File: config.mk
export PLATFORM = sky130hd
export DESIGN_NAME = cic_comp_fir
export DESIGN_NICKNAME = d
export VERILOG_FILES = /design/src/rtl/sdadc_pkg.sv /design/src/rtl/cic_comp_fir_coef_rom.sv /design/src/rtl/cic_comp_fir.sv
export SDC_FILE = /design/constraint.sdc
export NUM_CORES = 2
export LEC_CHECK = 0
export CAP_MARGIN = 0
export CORE_MARGIN = 3
export CORE_UTILIZATION = 58
export CTS_BUF_LIST = sky130_fd_sc_hd__clkbuf_16
export CTS_CLUSTER_DIAMETER = 100
export CTS_CLUSTER_SIZE = 14
export DETAILED_ROUTE_END_ITERATION = 10
export PLACE_DENSITY = 0.81
export SYNTH_ARGS = -nofsm -noshare
export SYNTH_HDL_FRONTEND = slang
export SYNTH_SLANG_ARGS = --single-unit
File: constraint.sdc
create_clock -name clk -period 53.8 [get_ports clk]
set_clock_uncertainty 0.1 [all_clocks]
set_input_delay 10.76 -clock clk [delete_from_list [all_inputs] [get_ports clk]]
set_output_delay 10.76 -clock clk [all_outputs]
set_load 0.01 [all_outputs]
File: src/rtl/sdadc_pkg.sv
// rtl/sdadc_pkg.sv - shared constants, coefficient table and arithmetic helpers for the CIC compensator
//
// Purpose: single source for the sample/coefficient/accumulator widths, the 16 unique
// Q1.17 compensation coefficients (symmetric 32-tap filter, unity DC gain), and the
// saturation and rounding helpers used by the FIR datapath.
package sdadc_pkg;

    localparam int IN_W   = 50;
    localparam int SMP_W  = 24;
    localparam int SHIFT  = 26;
    localparam int COEF_W = 18;
    localparam int NTAPS  = 32;
    localparam int NUNIQ  = NTAPS / 2;
    localparam int DECIM  = 2;
    localparam int ACC_W  = 48;
    localparam int DEPTH  = 2 * NTAPS;
    localparam int PTR_W  = $clog2(DEPTH);
    localparam int K_W    = $clog2(NUNIQ);
    localparam int PH_W   = (DECIM > 1) ? $clog2(DECIM) : 1;
    localparam int PRE_W  = SMP_W + 1;
    localparam int FRAC_W = COEF_W - 1;

    typedef enum logic [1:0] {
        ST_IDLE = 2'd0,
        ST_MAC  = 2'd1,
        ST_OUT  = 2'd2
    } fir_state_e;

    // h[0] is the outermost tap pair, h[NUNIQ-1] the centre pair.
    // Sum over all 32 taps is exactly 2^17, so DC passes with unity gain.
    localparam logic signed [COEF_W-1:0] COEF [NUNIQ] = '{
        -18'sd64,   -18'sd160,  -18'sd96,   18'sd192,
         18'sd512,   18'sd480,  -18'sd256, -18'sd1280,
        -18'sd1792, -18'sd256,   18'sd3072, 18'sd5120,
         18'sd2048, -18'sd4096,  18'sd16384, 18'sd45728
    };

    localparam logic signed [IN_W-1:0] SMP_MAX =
        {{(IN_W-SMP_W+1){1'b0}}, {(SMP_W-1){1'b1}}};
    localparam logic signed [IN_W-1:0] SMP_MIN =
        {{(IN_W-SMP_W+1){1'b1}}, {(SMP_W-1){1'b0}}};
    localparam logic signed [ACC_W-1:0] RND_HALF =
        {{(ACC_W-FRAC_W){1'b0}}, 1'b1, {(FRAC_W-1){1'b0}}};

    // Clamp a wide signed value into the SMP_W signed range.
    function automatic logic [SMP_W-1:0] sat_smp(input logic signed [IN_W-1:0] v);
        if (v > SMP_MAX)
            return SMP_MAX[SMP_W-1:0];
        else if (v < SMP_MIN)
            return SMP_MIN[SMP_W-1:0];
        else
            return v[SMP_W-1:0];
    endfunction

    // Drop the Q1.17 fraction with round-half-up.
    function automatic logic signed [ACC_W-1:0] round_shift(input logic signed [ACC_W-1:0] a);
        return (a + RND_HALF) >>> FRAC_W;
    endfunction

endpackage

File: src/rtl/cic_comp_fir_coef_rom.sv
// rtl/cic_comp_fir_coef_rom.sv - registered coefficient lookup for the compensation FIR
//
// Purpose: returns h[addr_i] one clock after the address is presented.
// Ports:
//   clk     in   system clock
//   rst     in   asynchronous active-high reset
//   addr_i  in   unique-coefficient index k
//   coef_o  out  registered signed Q1.17 coefficient h[k]
module cic_comp_fir_coef_rom
    import sdadc_pkg::*;
(
    input  logic                     clk,
    input  logic                     rst,
    input  logic [K_W-1:0]           addr_i,
    output logic signed [COEF_W-1:0] coef_o
);

    logic signed [COEF_W-1:0] coef_q;

    always_ff @(posedge clk or posedge rst) begin
        if (rst)
            coef_q <= '0;
        else
            coef_q <= COEF[addr_i];
    end

    assign coef_o = coef_q;

endmodule

File: src/rtl/cic_comp_fir.sv
// rtl/cic_comp_fir.sv - decimate-by-2 symmetric 32-tap CIC droop-compensation FIR
//
// Purpose: scales/saturates each CIC sample to 24 bits into a 64-deep circular buffer,
// and on every second sample runs a 16-cycle folded MAC followed by a rounding output cycle.
// Ports:
//   clk         in   system clock
//   rst         in   asynchronous active-high reset
//   data_in     in   signed CIC sample, qualified by data_valid
//   data_valid  in   one-cycle input strobe, accepted in any state
//   data_out    out  signed filtered sample, held between strobes
//   out_valid   out  one-cycle strobe with each new data_out
//   busy        out  high while a computation is in flight
//   overrun     out  sticky flag: a trigger arrived while busy and was dropped
module cic_comp_fir
    import sdadc_pkg::*;
(
    input  logic             clk,
    input  logic             rst,
    input  logic [IN_W-1:0]  data_in,
    input  logic             data_valid,
    output logic [SMP_W-1:0] data_out,
    output logic             out_valid,
    output logic             busy,
    output logic             overrun
);

    localparam logic [K_W-1:0]  K_LAST    = K_W'(NUNIQ - 1);
    localparam logic [PH_W-1:0] PH_LAST   = PH_W'(DECIM - 1);
    localparam logic [PTR_W-1:0] FAR_OFFS = PTR_W'(NTAPS - 1);

    fir_state_e        state_q;
    logic [PTR_W-1:0]  wr_ptr_q;
    logic [PTR_W-1:0]  base_q;
    logic [PH_W-1:0]   phase_q;
    logic [K_W-1:0]    k_q;
    logic signed [ACC_W-1:0] acc_q;
    logic [SMP_W-1:0]  ram_q [DEPTH];
    logic [SMP_W-1:0]  data_out_q;
    logic              out_valid_q;
    logic              overrun_q;

    // Input scaling
    logic signed [IN_W-1:0] din_sh;
    logic [SMP_W-1:0]       x_d;
    logic                   trigger;

    assign din_sh  = $signed(data_in) >>> SHIFT;
    assign x_d     = sat_smp(din_sh);
    assign trigger = data_valid && (phase_q == PH_LAST);

    // Coefficient fetch runs one index ahead of the MAC; in IDLE it parks on h[0]
    // so the first MAC cycle already has its coefficient.
    logic [K_W-1:0]           rom_addr;
    logic signed [COEF_W-1:0] coef;

    assign rom_addr = (state_q == ST_MAC) ? k_q + K_W'(1) : '0;

    cic_comp_fir_coef_rom u_coef_rom (
        .clk    (clk),
        .rst    (rst),
        .addr_i (rom_addr),
        .coef_o (coef)
    );

    // Folded tap pair: newest-k and oldest-k samples share h[k]. Reads are relative to
    // the latched base, so new writes (landing at base+1 onward) never reach base-31..base.
    logic [PTR_W-1:0]        idx_a, idx_b;
    logic [SMP_W-1:0]        tap_a, tap_b;
    logic signed [PRE_W-1:0] pre_sum;
    logic signed [ACC_W-1:0] pre_ext, coef_ext, prod;
    logic signed [ACC_W-1:0] rnd;
    logic [SMP_W-1:0]        out_d;

    assign idx_a    = base_q - PTR_W'(k_q);
    assign idx_b    = base_q - FAR_OFFS + PTR_W'(k_q);
    assign tap_a    = ram_q[idx_a];
    assign tap_b    = ram_q[idx_b];
    assign pre_sum  = $signed({tap_a[SMP_W-1], tap_a}) + $signed({tap_b[SMP_W-1], tap_b});
    assign pre_ext  = {{(ACC_W-PRE_W){pre_sum[PRE_W-1]}}, pre_sum};
    assign coef_ext = {{(ACC_W-COEF_W){coef[COEF_W-1]}}, coef};
    assign prod     = pre_ext * coef_ext;
    assign rnd      = round_shift(acc_q);
    assign out_d    = sat_smp({{(IN_W-ACC_W){rnd[ACC_W-1]}}, rnd});

    always_ff @(posedge clk or posedge rst) begin
        if (rst) begin
            state_q     <= ST_IDLE;
            wr_ptr_q    <= '0;
            base_q      <= '0;
            phase_q     <= '0;
            k_q         <= '0;
            acc_q       <= '0;
            data_out_q  <= '0;
            out_valid_q <= 1'b0;
            overrun_q   <= 1'b0;
            for (int i = 0; i < DEPTH; i++)
                ram_q[i] <= '0;
        end else begin
            out_valid_q <= 1'b0;

            // Samples are always captured, whatever the FSM is doing.
            if (data_valid) begin
                ram_q[wr_ptr_q] <= x_d;
                wr_ptr_q        <= wr_ptr_q + PTR_W'(1);
                phase_q         <= (phase_q == PH_LAST) ? '0 : phase_q + PH_W'(1);
            end

            // Includes the OUT cycle: the FSM is not yet back in IDLE there.
            if (trigger && (state_q != ST_IDLE))
                overrun_q <= 1'b1;

            case (state_q)
                ST_IDLE: begin
                    if (trigger) begin
                        base_q  <= wr_ptr_q;
                        k_q     <= '0;
                        acc_q   <= '0;
                        state_q <= ST_MAC;
                    end
                end
                ST_MAC: begin
                    acc_q <= acc_q + prod;
                    k_q   <= k_q + K_W'(1);
                    if (k_q == K_LAST)
                        state_q <= ST_OUT;
                end
                ST_OUT: begin
                    data_out_q  <= out_d;
                    out_valid_q <= 1'b1;
                    state_q     <= ST_IDLE;
                end
                default: state_q <= ST_IDLE;
            endcase
        end
    end

    assign data_out  = data_out_q;
    assign out_valid = out_valid_q;
    assign busy      = (state_q != ST_IDLE);
    assign overrun   = overrun_q;

endmodule

==> metrics <==
outcome=finished, final reports clean; max_cap viols=0; Final Hold Fails=0; number of flops mapped to enable cells by yosys=0; number of antenna violations at the first check in global routing=12; measured slew at the worst slew-check pin=around 1.4 ns; die area=178000 um^2; hold slack=0.3655 ns; Critical Path Slowest Stage Cell=buf_4; DR vias=~62000; Detailed Place HPWL=~160000 um; Initial Util=roughly 60%; ANT nets after route=0; Crit path largest cell delay=between 1 and 1.5 ns; IO buf count=53; final core occ=61.91%; top layer in use=met4; CP startpoint kind=input port; gpl congestion=approximately 0.90; Max Slew Vio Count=0; RSZ-0062 raised after global routing=false; share of post-route cells with drive strength above 1=around 45%; setup bufs post-CTS=0; largest cells by area after synthesis=dfrtp_1, mux4_2, mux2_2, fa_1, ha_1; library cells used by synthesis=66; Total GRT Usage=between 20% and 30%; H-tree depth=4; first-pass GRT wire length=between 400000 and 500000 um; crit path kind=input port to asynchronous set/reset pin; CTS tree=done; Post-Route WL=261800 um; Post-CTS Hold Buffers=0; CTS resizes=0; Net Count, Synth=roughly 7500; TritonRoute pass-1 iters=5; post-route setup TNS=0 ns; clock-pin transition on the worst setup and hold timing paths=roughly 0.070 ns; DR vias/cell=7.005; Max Root-Sink Buffers=3; FF-to-FF End=acc_q[46]; critical path, cell by cell=clkdlybuf4s50_1, clkinvlp_4, buf_4, buf_4, buf_12, buf_4, buf_4; number of global-route vias before repair=approximately 65000; pin count of the biggest net entering global routing=180; setup violators final=0; clk root buf=clkbuf_16; Site Rows=152; ys flop type=dfrtp_1; worst skew pair latency=0.83 ns; sequential fraction of the synthesis area=between 40% and 50%; Boundary Pins=80; Die X=~420 um; part of the cycle the worst path needs=between 20% and 30%; crit path time final=15.21 ns; Critical Path AT=~16 ns; Min-Delay Startpoint=phase_q; CTS sink count=1635; Synth Cell Area=approximately 100000 um^2; leading area contributor after synthesis=dfrtp_1; hold path endpoint=phase_q; synthesized flop and latch total=roughly 1600; routed wl met2=approximately 120000 um; Required @ worst endpoint=54.47 ns; crit path max fanout=about 170; area grow syn2layout=5.992%; Crit. End Element=asynchronous set/reset pin; fillers=between 10000 and 15000; YS warnings=0; routed wire length on met3=about 26000 um; Floorplan Core Area=~170000 um^2; Die Y=421.9 um; Net count, final=between 7000 and 8000; kind of path behind the tightest hold check=flip-flop to flip-flop; Async S/R FF share, synth=100.0%; Starting DRT DRC Count=6730; clock buffer count from CTS=around 140; Syn Inst Count=about 6900; WL/cell=29.44 um; met1 WL=100900 um; Slew HR=under 10%; Most common cell on crit path=buf_4; f_max=about 66 MHz; top cell type's share of synthesized area=40.78%; drt drc=0; FF-to-FF setup slack=between 30 and 40 ns; reg2reg path depth=36; total grt overflow=0; r2r startpoint=k_q[0]; Hold Path Depth=1; average cell area after synthesis=~15 um^2
[synthesized netlist by cell type, drive strengths merged (24+ instances only)]
library cell and number:
nand4 24, nand2 303, nor2b 41, fa 347, a21oi 97, mux2i 28
mux2 1546, and2 95, mux4 983, ha 192, xnor2 69, a211oi 30
clkbuf 478, inv 340, nor2 110, xor2 31, dfrtp 1635, o21ai 118
o22ai 41, nand3 37, buf 155
[final cells by class]
type	count	area (um^2)	share of cell area (%)
Timing Repair Buffer	184	1494	1.405
Multi-Input combinational cell	4264	56100	52.76
Clock inverter	17	236.5	0.2224
Tap cell	2310	2890	2.718
Antenna cell	6	15.01	0.01412
Inverter	340	1280	1.204
Sequential cell	1635	40910	38.48
Clock buffer	136	3403	3.201
[registers in the layout, summed over array words and instances, names as in the netlist]
register and cells:
acc_q 43, base_q 6, data_out 24, k_q 4, out_valid 1, overrun 1, phase_q 1, ram_q 1536
state_q 2, u_coef_rom.coef_o 11, wr_ptr_q 6
[critical path: cells and delay by family]
kind	cells	cell delay [ns]
buf+inv	7	4.67
[placed cells by master (no fill, tap or decap), types with 21 or more instances in the layout]
| master | count |
|---|---|
| mux2i_1 | 28 |
| fa_1 | 345 |
| ha_1 | 191 |
| nor2_4 | 30 |
| o22ai_1 | 41 |
| clkbuf_16 | 136 |
| xor2_1 | 29 |
| clkdlybuf4s50_1 | 29 |
| a21oi_1 | 95 |
| o21ai_0 | 114 |
| nor2b_1 | 40 |
| dfrtp_1 | 1635 |
| mux4_2 | 983 |
| and2_1 | 89 |
| nand3_1 | 35 |
| nand2_1 | 273 |
| a211oi_1 | 30 |
| mux2_2 | 1546 |
| a21o_1 | 21 |
| nand4_1 | 24 |
| xnor2_1 | 62 |
| inv_1 | 339 |
| buf_2 | 24 |
| nor2_1 | 78 |
| buf_4 | 123 |
| nand2_2 | 30 |
[routing by layer]
layer	track usage (%)	vias to the layer above
met5	0	-
met4	11.28	0
met3	8.223	658
met2	46.26	3195
met1	40.55	33610
li1	-	24830
[kinds of logic (layout without fill, tap and decap cells)]
kind of cell / count (synthesis) / in the layout / share of synthesized area, %
buffers and inverters: 973 / 677 / 3.744
XOR/XNOR: 100 / 100 / 0.8731
adder cells (fa/ha/maj): 539 / 539 / 9.319
other: 0 / 6 / 0
flip-flops: 1635 / 1635 / 40.78
AND/OR/NAND/NOR: 697 / 697 / 3.315
AO/OA/AOI/OAI: 371 / 371 / 2.261
multiplexers: 2557 / 2557 / 39.70
[stage by stage]
| stage | setup WS, ns | cell area [um^2] | instances |
|---|---|---|---|
| final | 38.59 | 106300 | 8892 |
| after global placement | 37.80 | 102700 | 8733 |
| after CTS | 38.49 | 106300 | 8886 |
| after global routing | 37.91 | 106300 | 8891 |
| after detailed placement | 37.64 | 102700 | 8733 |
| after floorplan | 20.28 | 100300 | 6872 |
[worst max-delay path by stage]
stage / slack [ns] / end / from
floorplan: 20.28 / acc_q[10] / rst
global placement: 37.80 / ram_q[911] / rst
detailed placement: 37.64 / ram_q[935] / rst
CTS: 38.49 / ram_q[1003] / rst
global route: 37.91 / ram_q[872] / rst
finish: 38.59 / ram_q[1123] / rst
Power is not shown: default switching activity piles up to over one toggle a cycle in this logic, so the estimate is an artifact.
